File: config.mk
export PLATFORM = sky130hd
export DESIGN_NAME = round_controller
export DESIGN_NICKNAME = d
export VERILOG_FILES = /design/src/rtl/round_controller.sv
export SDC_FILE = /design/constraint.sdc
export NUM_CORES = 1
export LEC_CHECK = 0
export BUFFER_PORTS_ARGS = -buffer_cell sky130_fd_sc_hd__buf_4
export CAP_MARGIN = 20
export CELL_PAD_IN_SITES_DETAIL_PLACEMENT = 0
export CELL_PAD_IN_SITES_GLOBAL_PLACEMENT = 1
export CORE_ASPECT_RATIO = 1.4
export CORE_MARGIN = 1.5
export CORE_UTILIZATION = 39
export CTS_BUF_LIST = sky130_fd_sc_hd__clkbuf_4 sky130_fd_sc_hd__clkbuf_8
export DETAILED_ROUTE_END_ITERATION = 10
export PLACE_DENSITY = 0.94
export SLEW_MARGIN = 0
export SYNTH_ARGS = -nofsm -noshare
export SYNTH_HDL_FRONTEND = slang
export SYNTH_SLANG_ARGS = --single-unit
File: constraint.sdc
create_clock -name clk -period 3.2 [get_ports clk]
set_clock_uncertainty 0.15 [all_clocks]
set_input_delay 0.8 -clock clk [delete_from_list [all_inputs] [get_ports clk]]
set_output_delay 0.8 -clock clk [all_outputs]
set_load 0.05 [all_outputs]
File: src/rtl/round_controller.sv
// round_controller
//   Sequencing controller for the shared round adder in the add/sub path.
//   It accepts a normalized mantissa, exponent and guard/round/sticky bits,
//   decides round-to-nearest-even, drives the external combinational round
//   adder for one cycle, renormalizes on carry-out and presents the result
//   with an exponent-overflow (infinity) flag.
//
// Ports
//   clk, rst        : clock (rising edge), synchronous active-high reset
//   in_valid/ready  : operand handshake; in_ready only in IDLE and out of reset
//   in_sign/exp/mant/grs : operand fields, grs = {guard, round, sticky}
//   ra_data/ra_round     : drive the round adder (InData, round)
//   ra_result/ra_overflow: round adder RoundedData and carry-out
//   out_valid/ready : result handshake
//   out_sign/exp/mant/exp_ovf : rounded result, exp_ovf marks infinity
module round_controller #(
  parameter int MANT_W = 8,
  parameter int EXP_W  = 8
) (
  input  logic              clk,
  input  logic              rst,
  input  logic              in_valid,
  output logic              in_ready,
  input  logic              in_sign,
  input  logic [EXP_W-1:0]  in_exp,
  input  logic [MANT_W-1:0] in_mant,
  input  logic [2:0]        in_grs,
  output logic [MANT_W-1:0] ra_data,
  output logic              ra_round,
  input  logic [MANT_W-1:0] ra_result,
  input  logic              ra_overflow,
  output logic              out_valid,
  input  logic              out_ready,
  output logic              out_sign,
  output logic [EXP_W-1:0]  out_exp,
  output logic [MANT_W-1:0] out_mant,
  output logic              out_exp_ovf
);

  typedef enum logic [1:0] {
    IDLE,
    ROUND,
    NORM,
    DONE
  } state_t;

  state_t            state_q, state_d;
  logic              sign_q,  sign_d;
  logic [EXP_W-1:0]  exp_q,   exp_d;
  logic [MANT_W-1:0] mant_q,  mant_d;
  logic [2:0]        grs_q,   grs_d;
  logic              cy_q,    cy_d;
  logic              ovf_q,   ovf_d;

  logic              rne_inc;
  logic [EXP_W-1:0]  exp_inc;

  always_comb begin
    state_d  = state_q;
    sign_d   = sign_q;
    exp_d    = exp_q;
    mant_d   = mant_q;
    grs_d    = grs_q;
    cy_d     = cy_q;
    ovf_d    = ovf_q;
    ra_round = 1'b0;

    // Round up when above half, or exactly half with an odd LSB (ties to even).
    rne_inc  = grs_q[2] & (grs_q[1] | grs_q[0] | mant_q[0]);
    exp_inc  = exp_q + EXP_W'(1);

    case (state_q)
      IDLE: begin
        if (in_valid && in_ready) begin
          sign_d = in_sign;
          exp_d  = in_exp;
          mant_d = in_mant;
          grs_d  = in_grs;
          cy_d   = 1'b0;
          ovf_d  = 1'b0;
          // All-ones exponent is inf/NaN: pass straight through unrounded.
          state_d = (&in_exp) ? DONE : ROUND;
        end
      end
      ROUND: begin
        ra_round = rne_inc;
        mant_d   = ra_result;
        cy_d     = ra_overflow;
        state_d  = ra_overflow ? NORM : DONE;
      end
      NORM: begin
        exp_d = exp_inc;
        if (&exp_inc) begin
          ovf_d  = 1'b1;
          mant_d = '0;
        end else begin
          // cy_q is always set here; shifting it in yields 100..0.
          mant_d = {cy_q, mant_q[MANT_W-1:1]};
        end
        state_d = DONE;
      end
      DONE: begin
        if (out_ready) begin
          state_d = IDLE;
        end
      end
      default: state_d = IDLE;
    endcase
  end

  always_ff @(posedge clk) begin
    if (rst) begin
      state_q <= IDLE;
      sign_q  <= 1'b0;
      exp_q   <= '0;
      mant_q  <= '0;
      grs_q   <= '0;
      cy_q    <= 1'b0;
      ovf_q   <= 1'b0;
    end else begin
      state_q <= state_d;
      sign_q  <= sign_d;
      exp_q   <= exp_d;
      mant_q  <= mant_d;
      grs_q   <= grs_d;
      cy_q    <= cy_d;
      ovf_q   <= ovf_d;
    end
  end

  assign in_ready    = (state_q == IDLE) & ~rst;
  assign ra_data     = mant_q;
  assign out_valid   = (state_q == DONE);
  assign out_sign    = sign_q;
  assign out_exp     = exp_q;
  assign out_mant    = mant_q;
  assign out_exp_ovf = ovf_q;

endmodule

==> results_dict.tcl, run 1 <==
set metrics [dict create \
    post-place-cells 316 \
    async_reset_ff_frac 0 \
    syn_area_per_cell_um2 7.97 \
    critPathLaunch "state_q[0]$_SDFFE_PP0P_" \
    cap_viol_max_count 0 \
    fin_ws_ns 0.388 \
    cts_root_buffer "clkbuf_8" \
    whs_path_depth 2 \
    min-delay-start "grs_q[1]$_SDFFE_PP0P_" \
    multi_input_area_um2 1060 \
    coreArea_um2 4240 \
    vdd.ir_drop.worst_uv 605 \
    r2r-end "out_exp[7]$_SDFFE_PP0P_" \
    hold_slack_ns 0.316 \
    yosys_most_used_dff "dfxtp_1" \
    dieWidth_um 59.3 \
    cts.path.max_buffers 2 \
    drtPass1Iterations 4 \
    cp_cell_sequence "inv_1 -> ha_1 -> inv_1 -> nor2_1 -> buf_4" \
    cp.required_ns 2.25 \
    crit_path_start_kind "register" \
    period_share 0.879 \
    maxSlewViolCount 0 \
    io_buffers 61 \
    pwr_density_cell_nw_per_um2 1180 \
    grt_start_max_net_pins 26 \
    hpwlAfterDp_mm 3.36 \
    drcViolationCount 0 \
    drive_gt1_frac 0.308 \
    routedWlPerCell_um 13.7 \
    gr-total-overflow 0 \
    status "finished, final reports clean" \
    setup_viol 0 \
    clock_latency_ns 0.27 \
    final_cell_mix "buf_4, dfxtp_1, nand2_1, a21oi_1, o21ai_0" \
    end_kind "primary output" \
    nFillCells 423 \
    cp_max_fo 18 \
    grt.total_usage 0.190 \
    cts_setup_buffers 0 \
    drt_iter0_drc 109 \
    seq_area_um2 480 \
    reg2reg_slack_ns 0.79 \
    grt_antenna_before_repair 0 \
    yosysWarningCount 0 \
    path_clk_slew_ns 0.09 \
    finalSetupTns_ns 0 \
    vias 1759 \
    ys_types 47 \
    grt_pass1_wl_mm 7.25 \
    hold_path_class "register to register" \
    die_area_um2 4850 \
    crit_family "adder cells" \
    slowest_delay_ns 0.58 \
    ant_nets 0 \
    synth_seq_area_share 0.278 \
    hold_path_end "grs_q[1]$_SDFFE_PP0P_" \
    cp_num_cells 5 \
    numCtsBuffers 3 \
    gp_congestion 0.867 \
    synth-seq-cells 24 \
    cts_sinks 24 \
    final_cells 320 \
    hold_violations 0 \
    synth_nets 257 \
    ios 62 \
    p_total_mw 2.56 \
    n_antenna_cell 0 \
    cts.htree.levels 1 \
    area_delta_synth_final_pct 26.0 \
    syn_area_um2 1730 \
    fmax_mhz 356 \
    dp_worst_setup_slack_ns 0.668 \
    die_h_um 81.8 \
    initial_core_util 0.408 \
    mostFrequentLayoutCell "buf_4" \
    rsz0062_at_grt "false" \
    r2r_cells 7 \
    row_count 28 \
    fin_crit_ns 2.81 \
    critPathKind "register to primary output" \
    slew_headroom 0.585 \
    leakage_nw 0.947 \
    timing.rr.start "state_q[0]$_SDFFE_PP0P_" \
    crit_buf_inv 3 \
    viasPerCell 5.50 \
    grt_pass1_vias 1607 \
    worstPathArrival_ns 1.86 \
    slowest_stage "ha_1" \
    cp_common_cell "inv_1" \
    cts_hold_buf 0 \
    synth_edf_count 0 \
    nets 301 \
    drt_wl_total_mm 4.38 \
    tightest_slew_ns 0.623 \
    cts_tree "built" \
    postSynthCellCount 217 \
    postCtsResizedCells 0 \
]
worst max-delay path by stage:
stage / endpoint / slack (ns)
floorplan: in_ready / 0.49
global route: in_ready / 0.23
global placement: in_ready / 0.72
detailed placement: in_ready / 0.67
CTS: in_ready / 0.36
finish: in_ready / 0.39
cells in the mapped netlist, types with 2 or more instances:
cell / n / area share
dfxtp_1: 24 / 0.28
a21oi_1: 21 / 0.061
nand2_1: 21 / 0.046
o21ai_0: 20 / 0.058
nor2_1: 13 / 0.028
nand3_1: 12 / 0.035
buf_4: 11 / 0.048
inv_1: 9 / 0.020
nor2b_1: 8 / 0.029
o22ai_2: 8 / 0.058
ha_1: 7 / 0.051
a211oi_1: 5 / 0.022
buf_2: 4 / 0.012
clkbuf_1: 4 / 0.0087
nor3_1: 4 / 0.012
nand2b_1: 3 / 0.011
o21ai_1: 3 / 0.0087
o22ai_1: 3 / 0.011
a31oi_1: 2 / 0.0072
and2_1: 2 / 0.0072
buf_6: 2 / 0.013
mux2i_1: 2 / 0.012
nand4_1: 2 / 0.0072
o221ai_1: 2 / 0.010
o311a_1: 2 / 0.012
xor2_1: 2 / 0.010
through the flow:
stage               instance area [µm²]   util
floorplan                          1730      -
global placement                   2110  0.497
detailed placement                 2110  0.497
CTS                                2180  0.514
global route                       2180  0.514
finish                             2180  0.514
metal layers:
metal,GRT usage,part of all wire,vias up
li1,-,-,867
met1,0.222,0.42,799
met2,0.324,0.48,82
met3,0.0378,0.073,11
met4,0.0932,0.025,0
met5,0,0,-
worst reg2reg max path, delay by kind of cell (launching register included):
family	cells	cell delay [ns]
multiplexers	1	0.20
buffers and inverters	1	0.14
adder cells (fa/ha/maj)	1	0.58
AO/OA/AOI/OAI	2	0.24
AND/OR/NAND/NOR	2	0.64
flip-flops	1	0.34
cells by family (layout without fill, tap and decap cells):
family,Yosys count,count (layout),synth area share
and+or+nand+nor,71,71,0.208
DFF,24,24,0.278
xor gates and xnor gates,3,3,0.0195
adders and majority gates,7,7,0.0506
AOI/OAI and AO/OA,78,78,0.321
buffers and inverters,32,75,0.111
muxes,2,2,0.0116
layout make-up:
class                      count  area share
tap                           60      0.0344
sequential                    24       0.220
multi-input combinational    161       0.485
clock inverter                 1      0.0138
inverter                      10      0.0172
timing repair buffer          61       0.210
clock buffer                   3      0.0189
power breakdown:
group / leakage [nW] / switching, mW / internal (mW)
clock network: 0.0357 / 0.106 / 0.167
logic: 0.714 / 1.14 / 0.551
registers: 0.198 / 0.176 / 0.421
total: 0.947 / 1.42 / 1.14
flip-flops by register name, indices dropped and copies added (netlist names):
signal / flops
out_sign: 1
out_mant: 8
out_exp: 8
state_q: 2
grs_q: 3
out_exp_ovf: 1
cy_q: 1
No activity file was read; power rests on OpenSTA's default activity.
==> run 2, diff against run 1 <==
REMOVE_ABC_BUFFERS = 1   (was default)
SETUP_SLACK_MARGIN = 0.4   (was default)
==> results_dict.tcl, run 2 (synthesized netlist as in run 1, its figures left out) <==
set metrics [dict create \
    path_clk_slew_ns 0.09 \
    busiest_layer "met2" \
    power.share.sequential 0.229 \
    area_delta_synth_final_pct 27.4 \
    ios 62 \
    gp_congestion 0.871 \
    initial_core_util 0.408 \
    setup_viol 0 \
    internal-power_mw 1.16 \
    die_h_um 81.8 \
    cap_viol_max_count 0 \
    combPwrFrac 0.667 \
    crit_path_start_kind "register" \
    cts_setup_buffers 0 \
    gr-total-overflow 0 \
    fmax_mhz 418 \
    nFillCells 418 \
    slew_headroom 0.699 \
    grt_antenna_before_repair 0 \
    cts_root_buffer "clkbuf_8" \
    drt_wl_total_mm 4.33 \
    hold_slack_ns 0.312 \
    pwr_density_cell_nw_per_um2 1180 \
    final_area_um2 2200 \
    met3_usage 0.0268 \
    min-delay-start "out_sign$_SDFFE_PP0P_" \
    die_area_um2 4850 \
    n_antenna_cell 0 \
    multi_input_area_um2 1060 \
    finalSetupTns_ns 0 \
    drt_iter0_drc 44 \
    drcViolationCount 0 \
    leakage_nw 0.962 \
    slowest_delay_ns 0.36 \
    vdd.ir_drop.worst_uv 919 \
    cts_tree "built" \
    vias 1725 \
    cts.path.max_buffers 2 \
    fin_crit_ns 2.39 \
    p_sw_mw 1.42 \
    placed_cell_area_um2 2130 \
    slowest_stage "dfxtp_1" \
    final_cell_mix "buf_4, dfxtp_1, nand2_1, a21oi_1, o21ai_0" \
    p_clk_frac 0.104 \
    grt.met2_usage 0.318 \
    cts_hold_buf 0 \
    seq_area_um2 480 \
    status "finished, final reports clean" \
    cp.required_ns 2.25 \
    mostFrequentLayoutCell "buf_4" \
    dp_worst_setup_slack_ns 0.822 \
    grt_start_max_net_pins 26 \
    worstPathArrival_ns 1.44 \
    end_kind "primary output" \
    hold_violations 0 \
    use_met1 0.222 \
    hold_path_end "out_sign$_SDFFE_PP0P_" \
    cts.htree.levels 1 \
    hpwlAfterDp_mm 3.28 \
    grt_pass1_wl_mm 6.99 \
    switching_share 0.550 \
    cts_sinks 24 \
    clock_latency_ns 0.27 \
    cp_cell_sequence "inv_1 -> ha_1 -> o311a_1 -> buf_4" \
    tightest_slew_ns 0.452 \
    coreArea_um2 4240 \
    critPathKind "register to primary output" \
    numCtsBuffers 3 \
    grt.total_usage 0.184 \
    routedWlPerCell_um 13.4 \
    whs_path_depth 2 \
    viasPerCell 5.34 \
    maxSlewViolCount 0 \
    rsz0062_at_grt "false" \
    nets 304 \
    r2r-end "out_exp[5]$_SDFFE_PP0P_" \
    r2r_cells 6 \
    reg2reg_slack_ns 1.05 \
    drtPass1Iterations 4 \
    postCtsResizedCells 0 \
    ant_nets 0 \
    period_share 0.747 \
    cp_max_fo 6 \
    drive_gt1_frac 0.316 \
    dieWidth_um 59.3 \
    hold_path_class "register to register" \
    fin_ws_ns 0.809 \
    grt_pass1_vias 1543 \
    row_count 28 \
    timing.rr.start "state_q[0]$_SDFFE_PP0P_" \
    io_buffers 61 \
]
[run 2: through the flow]
stage,util,cells,power [mW]
after floorplan,-,195,1.82
after global placement,0.503,319,2.32
after detailed placement,0.503,319,2.32
after CTS,0.519,323,2.60
after global routing,0.519,323,2.77
final,0.519,323,2.59
[run 2: worst max-delay path by stage]
stage | start | to | slack [ns]
floorplan | state_q[0]$_SDFFE_PP0P_ | in_ready | 0.52
global placement | rst | out_mant[1]$_SDFFE_PP0P_ | 0.87
detailed placement | rst | out_mant[5]$_SDFFE_PP0P_ | 0.82
CTS | state_q[1]$_SDFFE_PP0P_ | ra_round | 0.78
global route | state_q[1]$_SDFFE_PP0P_ | ra_round | 0.71
finish | state_q[1]$_SDFFE_PP0P_ | ra_round | 0.81
[run 2: final cells by class]
class,instances,area share
clock buffer,3,0.0188
tap,60,0.0341
timing repair buffer,64,0.218
inverter,10,0.0170
clock inverter,1,0.0136
sequential,24,0.218
multi-input combinational,161,0.480
[run 2: power by group through the flow]
stage / registers (mW) / clock network (mW) / logic [mW]
after detailed placement: 0.595 / 0 / 1.73
after floorplan: 1.08 / 0 / 0.747
final: 0.593 / 0.269 / 1.73
after global placement: 0.600 / 0 / 1.72
after global routing: 0.619 / 0.291 / 1.86
after CTS: 0.591 / 0.274 / 1.73
[run 2: worst max-delay path, delay by kind of cell, from the launching register on]
| kind | cells | cell delay, ns |
|---|---|---|
| flip-flops | 1 | 0.36 |
| buffers and inverters | 2 | 0.30 |
| adder cells (fa/ha/maj) | 1 | 0.30 |
| AO/OA/AOI/OAI | 1 | 0.21 |
[run 2: layer usage]
layer | part of all wire | vias to the layer above
li1 | - | 865
met1 | 0.42 | 792
met2 | 0.51 | 61
met3 | 0.051 | 7
met4 | 0.018 | 0
met5 | 0 | -
==> run 3, diff against run 2 <==
CORE_UTILIZATION = 37   (was 39)
PLACE_DENSITY = 0.9   (was 0.94)
clock period = 2.2 ns   (was 3.2 ns; I/O delays follow)
==> results_dict.tcl, run 3 (synthesized netlist as in run 1, its figures left out) <==
set metrics [dict create \
    status "finished, final reports clean" \
    fmax_mhz 526 \
    grt_antenna_before_repair 0 \
    viasPerCell 5.36 \
    seq_area_um2 499 \
    crit_path_start_kind "register" \
    drt_wl_total_mm 4.93 \
    worstPathArrival_ns 1.20 \
    ant_nets 0 \
    end_kind "primary output" \
    cap_viol_max_count 0 \
    die_h_um 83.9 \
    period_share 0.864 \
    initial_core_util 0.384 \
    gp_congestion 0.873 \
    leakage_nw 1.05 \
    gr-total-overflow 0 \
    drt_iter0_drc 60 \
    hold_violations 0 \
    die_area_um2 5100 \
    area_delta_synth_final_pct 42.1 \
    placed_cell_area_um2 2210 \
    grt_pass1_wl_mm 7.69 \
    coreArea_um2 4500 \
    grt_start_max_net_pins 19 \
    path_clk_slew_ns 0.09 \
    p_total_mw 4.13 \
    pwr_density_cell_nw_per_um2 1680 \
    drive_gt1_frac 0.434 \
    n_antenna_cell 0 \
    mostFrequentLayoutCell "buf_4" \
    final_cell_mix "buf_4, nand2_1, a21oi_1, o21ai_0, dfxtp_1" \
    final_cells 343 \
    cts_tree "built" \
    final_area_um2 2460 \
    rsz0062_at_grt "true" \
    maxSlewViolCount 0 \
    cts_root_buffer "clkbuf_8" \
    nets 322 \
    drcViolationCount 0 \
    slew_headroom 0.791 \
    critPathKind "register to primary output" \
    cp_max_fo 3 \
    grt_pass1_vias 1717 \
    multi_input_area_um2 1130 \
    dieWidth_um 60.8 \
    drtPass1Iterations 4 \
    clock_latency_ns 0.28 \
    vias 1837 \
    grt.total_usage 0.195 \
    tightest_slew_ns 0.313 \
    ios 62 \
    numCtsBuffers 3 \
    cts.path.max_buffers 2 \
    hold_path_class "register to register" \
    routedWlPerCell_um 14.4 \
    row_count 29 \
    hpwlAfterDp_mm 3.55 \
    cts.htree.levels 1 \
    post-place-cells 331 \
    fin_crit_ns 1.90 \
    cts_sinks 24 \
    setup_viol 0 \
    nFillCells 453 \
    io_buffers 61 \
    vdd.ir_drop.worst_uv 900 \
    cp.required_ns 1.50 \
]
run 3: cell count changes in the layout (fill, tap and decap cells not counted), moves of 4 or more:
cell,previous run,this run
dfxtp_1,24,17
ha_1,7,3
buf_4,64,75
dfxtp_4,0,4
buf_6,0,6
run 3: final timing paths:
| kind | slack (ns) | start | endpoint | depth (start not counted) |
|---|---|---|---|---|
| max | 0.30 | state_q[1]$_SDFFE_PP0P_ | out_valid | 3 |
| min | 0.31 | grs_q[1]$_SDFFE_PP0P_ | grs_q[1]$_SDFFE_PP0P_ | 2 |
| max reg2reg | 0.41 | out_exp[4]$_SDFFE_PP0P_ | out_mant[7]$_SDFFE_PP0P_ | 5 |
| min reg2reg | 0.31 | grs_q[1]$_SDFFE_PP0P_ | grs_q[1]$_SDFFE_PP0P_ | 2 |
run 3: metal layers:
layer,GRT usage,routed length (µm),vias up
li1,-,-,906
met1,0.210,1900,849
met3,0.0481,315,16
met2,0.338,2540,66
met4,0.0949,178,0
met5,0,0,-
run 3: worst max-delay path, cell delays in order (launching register included):
cell and delay, ns:
dfxtp_4 0.40, buf_4 0.13, ha_2 0.23, buf_8 0.16
run 3: where the power goes:
group          leakage (nW)  switching (mW)  total, mW  internal, mW
Clock                0.0288           0.155      0.315         0.160
Combinational         0.820            1.81       2.90          1.09
Sequential            0.202           0.271      0.912         0.641
run 3: stage by stage:
| stage | utilization | TNS [ns] | hold slack, ns | worst slack (ns) |
|---|---|---|---|---|
| after floorplan | - | -0.512 | 0.280 | -0.226 |
| after global placement | 0.491 | 0 | 0.293 | 0.361 |
| after detailed placement | 0.491 | 0 | 0.300 | 0.304 |
| after CTS | 0.524 | 0 | 0.314 | 0.307 |
| after global routing | 0.546 | 0 | 0.336 | 0.270 |
| final | 0.546 | 0 | 0.312 | 0.300 |
run 3: layout make-up:
cell class	instances	area share
inverters	10	0.0183
repair buffers	82	0.263
clock buffers	4	0.0224
well taps	62	0.0316
flip-flops and latches	24	0.203
multi-input cells	161	0.462
run 3: timing repair:
item,CTS,global route
setup buffers,4,4
gates resized for setup,22,18
pin swaps,4,6
setup endpoints to repair,20,20
hold buffers,0,0
